## config.mk

```make
export PLATFORM = sky130hd
export DESIGN_NAME = ber_sweep_ctrl
export DESIGN_NICKNAME = d
export VERILOG_FILES = /design/src/rtl/ber_sweep_pkg.sv /design/src/rtl/ber_err_counter.sv /design/src/rtl/ber_sweep_ctrl.sv
export SDC_FILE = /design/constraint.sdc
export NUM_CORES = 1
export LEC_CHECK = 0
export ABC_AREA = 1
export CORE_MARGIN = 3
export CORE_UTILIZATION = 45
export CTS_BUF_LIST = sky130_fd_sc_hd__clkbuf_8
export DETAILED_ROUTE_END_ITERATION = 10
export PLACE_DENSITY = 0.75
export SKIP_CTS_REPAIR_TIMING = 1
export SLEW_MARGIN = 10
export SYNTH_ARGS = -nofsm -noshare
export SYNTH_HDL_FRONTEND = slang
export SYNTH_SLANG_ARGS = --single-unit
```

## constraint.sdc

```tcl
create_clock -name sys_clk -period 7.15 [get_ports sys_clk]
set_clock_uncertainty 0.05 [all_clocks]
set_input_delay 1.43 -clock sys_clk [delete_from_list [all_inputs] [get_ports sys_clk]]
set_output_delay 1.43 -clock sys_clk [all_outputs]
set_load 0.02 [all_outputs]
```

## src/rtl/ber_sweep_pkg.sv

```systemverilog
// Shared types and constants for the BER sweep sequencer.
package ber_sweep_pkg;

    localparam int unsigned BER_W = 4;
    localparam int unsigned REC_CNT_W = 16;

    typedef enum logic [2:0] {
        StIdle,
        StInit,
        StSettle,
        StRun,
        StReport
    } state_e;

    // One result record per BER step as seen by the reporter.
    typedef struct packed {
        logic [BER_W-1:0]     ber;
        logic [REC_CNT_W-1:0] err;
        logic [REC_CNT_W-1:0] bits;
        logic                 timeout;
    } result_t;

endpackage

```

## src/rtl/ber_err_counter.sv

```systemverilog
// Bit counter and saturating bit-error counter for one BER step.
module ber_err_counter #(
    parameter int unsigned CNT_W      = 16,
    parameter int unsigned FRAME_BITS = 1024
) (
    input  logic             clk_i,
    input  logic             rst_i,
    input  logic             clr_i,
    input  logic             strobe_i,
    input  logic             mismatch_i,
    output logic [CNT_W-1:0] bits_o,       // count including this cycle's strobe
    output logic [CNT_W-1:0] err_o,        // count including this cycle's strobe
    output logic             frame_full_o  // this strobe completes the frame
);

    logic [CNT_W-1:0] bits_q, bits_d;
    logic [CNT_W-1:0] err_q, err_d;

    // Next-state counts; clear wins over a strobe.
    always_comb begin
        bits_d = bits_q;
        err_d  = err_q;
        if (clr_i) begin
            bits_d = '0;
            err_d  = '0;
        end else if (strobe_i) begin
            bits_d = bits_q + CNT_W'(1);
            if (mismatch_i && (err_q != {CNT_W{1'b1}})) begin
                err_d = err_q + CNT_W'(1);
            end
        end
    end

    // Counter registers.
    always_ff @(posedge clk_i or posedge rst_i) begin
        if (rst_i) begin
            bits_q <= '0;
            err_q  <= '0;
        end else begin
            bits_q <= bits_d;
            err_q  <= err_d;
        end
    end

    assign bits_o       = bits_d;
    assign err_o        = err_d;
    assign frame_full_o = !clr_i && strobe_i && (bits_q == CNT_W'(FRAME_BITS - 1));

endmodule

```

## src/rtl/ber_sweep_ctrl.sv

```systemverilog
// Sequencer sweeping the transmitor through a range of BER codes and reporting error counts.
module ber_sweep_ctrl
    import ber_sweep_pkg::*;
#(
    parameter int unsigned FRAME_BITS  = 1024,
    parameter int unsigned SETTLE_CYC  = 4,
    parameter int unsigned TIMEOUT_CYC = 4096,
    parameter int unsigned CNT_W       = 16
) (
    input  logic             sys_clk,
    input  logic             reset,
    input  logic             start,
    input  logic [BER_W-1:0] ber_first,
    input  logic [BER_W-1:0] ber_last,
    output logic             init_tab,
    output logic [BER_W-1:0] ber,
    output logic             is_transmit,
    input  logic             bit_valid,
    input  logic             decoder_out,
    input  logic             ref_bit,
    output logic             res_valid,
    input  logic             res_ready,
    output logic [BER_W-1:0] res_ber,
    output logic [CNT_W-1:0] res_err,
    output logic [CNT_W-1:0] res_bits,
    output logic             res_timeout,
    output logic             busy,
    output logic             done
);

    localparam int unsigned SET_W = (SETTLE_CYC > 1) ? $clog2(SETTLE_CYC) : 1;
    localparam int unsigned WD_W  = $clog2(TIMEOUT_CYC + 1);

    state_e           state_q, state_d;
    logic [BER_W-1:0] ber_q, ber_d;
    logic [BER_W-1:0] ber_last_q, ber_last_d;
    logic             single_q, single_d;
    logic [SET_W-1:0] set_cnt_q, set_cnt_d;
    logic [WD_W-1:0]  wd_q, wd_d;
    logic             init_tab_q, init_tab_d;
    logic             is_transmit_q, is_transmit_d;
    logic             res_valid_q, res_valid_d;
    logic [BER_W-1:0] res_ber_q, res_ber_d;
    logic [CNT_W-1:0] res_err_q, res_err_d;
    logic [CNT_W-1:0] res_bits_q, res_bits_d;
    logic             res_timeout_q, res_timeout_d;
    logic             busy_q, busy_d;
    logic             done_q, done_d;

    logic             cnt_clr;
    logic             cnt_strobe;
    logic [CNT_W-1:0] cnt_bits;
    logic [CNT_W-1:0] cnt_err;
    logic             frame_full;

    assign cnt_clr    = (state_q == StInit);
    assign cnt_strobe = (state_q == StRun) && bit_valid;

    ber_err_counter #(
        .CNT_W      (CNT_W),
        .FRAME_BITS (FRAME_BITS)
    ) u_err_counter (
        .clk_i        (sys_clk),
        .rst_i        (reset),
        .clr_i        (cnt_clr),
        .strobe_i     (cnt_strobe),
        .mismatch_i   (decoder_out != ref_bit),
        .bits_o       (cnt_bits),
        .err_o        (cnt_err),
        .frame_full_o (frame_full)
    );

    // Next-state logic; outputs are decoded from the next state so they leave a register.
    always_comb begin
        state_d       = state_q;
        ber_d         = ber_q;
        ber_last_d    = ber_last_q;
        single_d      = single_q;
        set_cnt_d     = set_cnt_q;
        wd_d          = wd_q;
        res_ber_d     = res_ber_q;
        res_err_d     = res_err_q;
        res_bits_d    = res_bits_q;
        res_timeout_d = res_timeout_q;
        done_d        = 1'b0;

        unique case (state_q)
            StIdle: begin
                if (start) begin
                    ber_d      = ber_first;
                    ber_last_d = ber_last;
                    single_d   = (ber_first > ber_last);
                    state_d    = StInit;
                end
            end
            StInit: begin
                set_cnt_d = '0;
                wd_d      = '0;
                state_d   = StSettle;
            end
            StSettle: begin
                if (set_cnt_q == SET_W'(SETTLE_CYC - 1)) begin
                    state_d = StRun;
                end else begin
                    set_cnt_d = set_cnt_q + SET_W'(1);
                end
            end
            StRun: begin
                if (bit_valid) begin
                    wd_d = '0;
                    if (frame_full) begin
                        res_ber_d     = ber_q;
                        res_err_d     = cnt_err;
                        res_bits_d    = cnt_bits;
                        res_timeout_d = 1'b0;
                        state_d       = StReport;
                    end
                end else begin
                    wd_d = wd_q + WD_W'(1);
                    if (wd_q == WD_W'(TIMEOUT_CYC - 1)) begin
                        res_ber_d     = ber_q;
                        res_err_d     = cnt_err;
                        res_bits_d    = cnt_bits;
                        res_timeout_d = 1'b1;
                        state_d       = StReport;
                    end
                end
            end
            StReport: begin
                if (res_ready) begin
                    if (single_q || (ber_q == ber_last_q)) begin
                        done_d  = 1'b1;
                        state_d = StIdle;
                    end else begin
                        ber_d   = ber_q + BER_W'(1);
                        state_d = StInit;
                    end
                end
            end
            default: state_d = StIdle;
        endcase

        init_tab_d    = (state_d == StInit);
        is_transmit_d = (state_d == StRun);
        res_valid_d   = (state_d == StReport);
        busy_d        = (state_d != StIdle);
    end

    // State and registered outputs.
    always_ff @(posedge sys_clk or posedge reset) begin
        if (reset) begin
            state_q       <= StIdle;
            ber_q         <= '0;
            ber_last_q    <= '0;
            single_q      <= 1'b0;
            set_cnt_q     <= '0;
            wd_q          <= '0;
            init_tab_q    <= 1'b0;
            is_transmit_q <= 1'b0;
            res_valid_q   <= 1'b0;
            res_ber_q     <= '0;
            res_err_q     <= '0;
            res_bits_q    <= '0;
            res_timeout_q <= 1'b0;
            busy_q        <= 1'b0;
            done_q        <= 1'b0;
        end else begin
            state_q       <= state_d;
            ber_q         <= ber_d;
            ber_last_q    <= ber_last_d;
            single_q      <= single_d;
            set_cnt_q     <= set_cnt_d;
            wd_q          <= wd_d;
            init_tab_q    <= init_tab_d;
            is_transmit_q <= is_transmit_d;
            res_valid_q   <= res_valid_d;
            res_ber_q     <= res_ber_d;
            res_err_q     <= res_err_d;
            res_bits_q    <= res_bits_d;
            res_timeout_q <= res_timeout_d;
            busy_q        <= busy_d;
            done_q        <= done_d;
        end
    end

    assign init_tab    = init_tab_q;
    assign ber         = ber_q;
    assign is_transmit = is_transmit_q;
    assign res_valid   = res_valid_q;
    assign res_ber     = res_ber_q;
    assign res_err     = res_err_q;
    assign res_bits    = res_bits_q;
    assign res_timeout = res_timeout_q;
    assign busy        = busy_q;
    assign done        = done_q;

endmodule

```

==> out/results.tsv, run 1 <==
stage	metric	value	unit
clock_network	cts_tree	built	
power_and_ir_drop	power.net_switching	349	uW
detailed_routing	drc_errors	0	
placement	place_area	0.00584	sq mm
yosys	synthFlopType	dfrtp_1	
sta	fmax	0.292	GHz
finish	final_common_cell	nand2_1	
critical_path	cp_slowest_cell	clkdlybuf4s50_1	
yosys	synthArstFlopShare	1.00	
sta	tightest_slew	1.00	ns
detailed_routing	wl_per_cell	13.0	um
floorplan	fp.dieH	113	um
finish	final.fill_count	1015	
floorplan	initial_core_util	0.467	
sta	setup_viol	0	
critical_path	cp_max_fo	54	
floorplan	dieArea	0.0127	sq mm
global_routing	grt_pass1_vias	4253	
finish	drive_gt1_frac	0.0596	
status	status	finished clean	
yosys	synth.distinct_cells	37	
clock_network	clkSinkCount	101	
sta	hold_ws	0.432	ns
floorplan	fp.coreArea	0.0110	sq mm
detailed_routing	ant_nets	0	
run	drv_cap	0	
yosys	synth_edf_count	0	
yosys	syn_nets	679	
floorplan	dieWidth	113	um
placement	dpl.hpwl	8140	um
detailed_routing	routed_via_density	5.04	
clock_network	clk_latency	0.37	ns
clock_network	cts_inserted_buffers	9	
clock_network	clkTransAtPathRegs	0.10	ns
sta	fin_crit	3.43	ns
worst_hold_path	hp-class	flip-flop to flip-flop	
yosys	syn-cell-area	0.00513	sq mm
global_routing	grt_overflow	0	
power_and_ir_drop	power_frac_seq	0.525	
power_and_ir_drop	power_frac_comb	0.139	
finish	nNetsFinal	740	
clock_network	h-tree-depth	3	
sta	finalHoldViolCount	0	
global_routing	grt_usage	0.184	
floorplan	placementRows	38	
clock_network	clockRootBuffer	clkbuf_8	
critical_path	worstPathCellList	clkdlybuf4s50_1 > nand4_4 > nor2_4 > inv_2 > nor2_4 > nand2_2 > nand2_2 > inv_2 > nand2_1 > o21ai_2	
finish	diodes	0	
yosys	yosys.area.top_type	dfrtp_1	
power_and_ir_drop	ir_drop	0.103	mV
yosys	syn_inst	655	
critical_path	slowest_delay	0.54	ns
finish	register_area	0.00253	sq mm
sta	relSlewSlack	0.331	
critical_path	cp.required	7.33	ns
power_and_ir_drop	intPower	882	uW
floorplan	pin_count	61	
power_and_ir_drop	swShare	0.283	
yosys	synth-seq-cells	101	
yosys	ys_top_cells_by_area	dfrtp_1 49%, nand2_1 15%, inv_1 6.8%	
yosys	synth_warnings	0	
detailed_routing	dr.first_iter.drc_count	298	
global_routing	antenna_found_initial	0	
yosys	yosysTopAreaCellShare	0.492	
finish	layout_common_cells	199 x nand2_1, 101 x dfrtp_1, 92 x inv_1	
sta	fin_setup_tns	0	ns
critical_path	crit_arrival	3.61	ns
power_and_ir_drop	pwr_density_cell	202	mW/mm^2
finish	multi_input_area	0.00216	sq mm
yosys	synth-seq-area-share	0.492	
sta	fin_crit_sh	0.479	
power_and_ir_drop	p_leak	0.00315	uW
finish	area_growth	18.4	%
power_and_ir_drop	clock_power_share	0.337	
detailed_routing	drtPass1Iterations	4	
global_routing	grt_pass1_wl	19300	um
sta	finalMaxSlewViolations	0	
global_routing	grt_max_degree	72	
detailed_routing	via_count	4338	
yosys	synth.avg_cell_area	7.84	sq um
finish	final_cell_area	0.00608	sq mm
critical_path	critPathLaunchType	input pin	
critical_path	crit_type	input pin to flip-flop	
detailed_routing	routed_wirelength	11200	um
placement	io_buffers	60	
critical_path	worst_setup_path_end_kind	flip-flop	
sta	rsz0062_at_grt	false	
placement	gp_routability_congestion	0.895	
clock_network	clk_path_buf_depth	2	
## registers in the layout, indices dropped and copies added (netlist names), 2 cells and up
signal and flops:
ber 4, ber_last_q 4, res_ber 4, res_bits 16, res_err 16, set_cnt_q 2
state_q 3, u_err_counter.bits_q 16, u_err_counter.err_q 16, wd_q 13
## cell usage after synthesis, types with 5 or more instances
master,n
a21oi_1,10
dfrtp_1,101
ha_1,9
inv_1,93
nand2_1,199
nand3_1,52
nand4_1,18
nor2_1,65
nor3_1,5
o21ai_0,24
o21ai_1,10
o21ai_2,10
xnor2_1,5
xor2_1,5
## path summary, 6_finish.rpt
path | from | end | slack [ns] | depth (start not counted)
setup / recovery | bit_valid | res_bits[7] | 3.72 | 10
hold / removal | res_ber[1] | res_ber[1] | 0.43 | 2
setup reg to reg | wd_q[0] | res_bits[7] | 4.65 | 8
hold reg to reg | res_ber[1] | res_ber[1] | 0.43 | 2
max in group asynchronous | reset | res_bits[10] | 4.52 | 3
min in group asynchronous | reset | res_ber[0] | 1.35 | 2
## power by group through the flow
stage               sequential, uW  combinational (uW)  clock [uW]
floorplan                      644                 135           0
global placement               654                 167           0
detailed placement             655                 172           0
CTS                            645                 172         423
global route                   651                 198         451
finish                         646                 171         415
## stage by stage
step | instances | utilization | worst slack [ns] | total power [uW]
global placement | 845 | 0.532 | 3.26 | 821
global route | 861 | 0.554 | 3.54 | 1300
CTS | 861 | 0.553 | 3.52 | 1240
floorplan | 655 | - | 3.02 | 779
finish | 861 | 0.554 | 3.72 | 1230
detailed placement | 845 | 0.532 | 3.11 | 827
## worst max-delay path: cells and delay by family
family                 cells  cell delay (ns)
AOI/OAI and AO/OA          1             0.06
and+or+nand+nor            6             1.04
buffers and inverters      3             1.06
## layout make-up
| class | instances | area share |
|---|---|---|
| Clock inverter | 5 | 0.0136 |
| Timing Repair Buffer | 62 | 0.101 |
| Clock buffer | 11 | 0.0249 |
| Inverter | 98 | 0.0611 |
| Sequential cell | 101 | 0.416 |
| Tap cell | 140 | 0.0288 |
| Multi-Input combinational cell | 444 | 0.355 |
## cells by family (layout without fill, tap and decap cells)
logic type / after synthesis / after routing / share of synthesized area
AOI/OAI and AO/OA: 68 / 68 / 0.0809
xor gates and xnor gates: 10 / 10 / 0.0171
adders and majority gates: 9 / 9 / 0.0219
buffers and inverters: 110 / 176 / 0.0880
DFF: 101 / 101 / 0.492
muxes: 3 / 3 / 0.00585
and+or+nand+nor: 354 / 354 / 0.294
## metal layers
| layer | GRT usage | vias to the layer above | share of wire |
|---|---|---|---|
| li1 | - | 2207 | - |
| met1 | 0.250 | 2007 | 0.47 |
| met2 | 0.287 | 102 | 0.46 |
| met3 | 0.0422 | 22 | 0.052 |
| met4 | 0.0761 | 0 | 0.021 |
| met5 | 0 | - | 0 |
No activity file was read; power rests on OpenSTA's default activity.
==> run 2: changes to the inputs <==
- clock period: 7.15 -> 3.6 ns (I/O delays scaled with it)
==> run 2 against run 1 <==
Net effect: register-to-register slack worse by 3.5 ns; first-iteration DRC count down 28%; global-route usage up 0.19 points; clock power up 140%; worst setup slack worse by 2.8 ns; non-clock buffer count is 3 higher; critical path type unchanged; core utilization rose by 0.63 points.
==> out/results.tsv, run 2 (synthesis results as in run 1) <==
stage	metric	value	unit
status	status	finished clean	
finish	nNetsFinal	743	
placement	gp_routability_congestion	0.930	
critical_path	worstPathCellList	clkdlybuf4s50_1 > nand4_4 > nor2_4 > inv_2 > nor2_4 > nand2_2 > nand2_2 > inv_2 > nand2_1 > o21ai_2	
critical_path	slowest_delay	0.54	ns
finish	area_growth	19.8	%
floorplan	fp.dieH	113	um
critical_path	cp_slowest_cell	clkdlybuf4s50_1	
clock_network	clkSinkCount	101	
placement	dpl.hpwl	8440	um
critical_path	cp.required	3.76	ns
finish	final.fill_count	1005	
detailed_routing	drtPass1Iterations	4	
floorplan	dieWidth	113	um
global_routing	grt_pass1_wl	19600	um
sta	fin_setup_tns	0	ns
floorplan	pin_count	61	
detailed_routing	drc_errors	0	
critical_path	crit_arrival	2.83	ns
global_routing	grt_max_degree	55	
detailed_routing	via_count	4372	
sta	fin_crit	2.67	ns
clock_network	h-tree-depth	3	
placement	dpl.cell_count	848	
worst_hold_path	hp-class	flip-flop to flip-flop	
detailed_routing	wl_per_cell	13.1	um
sta	finalHoldViolCount	0	
detailed_routing	dr.first_iter.drc_count	215	
finish	diodes	0	
global_routing	grt_pass1_vias	4279	
run	drv_cap	0	
critical_path	crit_type	input pin to flip-flop	
power_and_ir_drop	p_total	2620	uW
detailed_routing	routed_wirelength	11300	um
critical_path	cp_max_fo	54	
detailed_routing	ant_nets	0	
clock_network	clk_latency	0.36	ns
clock_network	cts_tree	built	
power_and_ir_drop	p_leak	0.00318	uW
finish	multi_input_area	0.00215	sq mm
finish	layout_common_cells	199 x nand2_1, 101 x dfrtp_1, 92 x inv_1	
critical_path	worst_setup_path_end_kind	flip-flop	
finish	final_cells	863	
global_routing	grt_usage	0.186	
clock_network	clockRootBuffer	clkbuf_8	
floorplan	placementRows	38	
global_routing	grt_overflow	0	
sta	fin_crit_sh	0.741	
floorplan	fp.coreArea	0.0110	sq mm
sta	rsz0062_at_grt	false	
clock_network	clkTransAtPathRegs	0.08	ns
floorplan	initial_core_util	0.467	
sta	finalMaxSlewViolations	0	
detailed_routing	routed_via_density	5.07	
clock_network	clk_path_buf_depth	2	
critical_path	r2r_slack	1.16	ns
sta	fmax	0.375	GHz
sta	setup_viol	0	
power_and_ir_drop	pwr_density_cell	425	mW/mm^2
sta	relSlewSlack	0.384	
critical_path	crit_family	buffers and inverters	
placement	io_buffers	60	
finish	final_common_cell	nand2_1	
finish	register_area	0.00253	sq mm
sta	tightest_slew	0.923	ns
finish	drive_gt1_frac	0.0609	
floorplan	dieArea	0.0127	sq mm
critical_path	critPathLaunchType	input pin	
clock_network	cts_inserted_buffers	9	
global_routing	antenna_found_initial	0	
critical_path	path_buf_inv	3	
power_and_ir_drop	ir_drop	0.266	mV
-- run 2: cell count changes in the layout (fill, tap and decap cells not counted) --
cell / before / now
buf_4: 2 / 5
bufinv_16: 2 / 5
clkbuf_8: 11 / 9
clkinv_4: 2 / 0
clkinv_2: 2 / 1
inv_6: 0 / 1
nor2_1: 64 / 65
nor2_2: 3 / 2
-- run 2: through the flow --
step | hold WS (ns) | util | worst slack, ns | cell area, sq um
detailed placement | 0.417 | 0.534 | 0.528 | 5870
finish | 0.437 | 0.560 | 0.931 | 6150
global placement | 0.419 | 0.534 | 0.669 | 5870
CTS | 0.438 | 0.560 | 0.893 | 6150
floorplan | 0.407 | - | 0.183 | 5130
global route | 0.468 | 0.560 | 0.759 | 6150
-- run 2: metal layers --
layer,wire [um],vias to the layer above,part of all wire,track usage
met3,544,15,0.048,0.0369
met4,160,0,0.014,0.0585
met5,0,-,0,0
met1,5020,2067,0.44,0.244
li1,-,2192,-,-
met2,5610,98,0.49,0.313
-- run 2: cell type report --
type	instances	area share
clock buffers	9	0.0201
clock inverters	6	0.0258
inverters	98	0.0604
multi-input cells	444	0.350
flip-flops and latches	101	0.411
well taps	140	0.0285
repair buffers	65	0.104
-- run 2: final timing paths --
kind	from	end	cells after the start
setup / recovery	bit_valid	res_bits[6]	10
hold / removal	res_bits[11]	res_bits[11]	2
setup reg to reg	wd_q[0]	res_bits[6]	8
hold reg to reg	res_bits[11]	res_bits[11]	2
max in group asynchronous	reset	done	3
min in group asynchronous	reset	res_err[6]	2
-- run 2: tightest hold or removal path: stages (launching register included) --
cell     delay, ns
dfrtp_1       0.35
nand2_1       0.06
nand2_1       0.05
-- run 2: power by group --
| group | total [uW] | switching (uW) | internal, uW |
|---|---|---|---|
| combinational | 349 | 228 | 120 |
| clock | 984 | 383 | 601 |
| sequential | 1280 | 79.1 | 1200 |
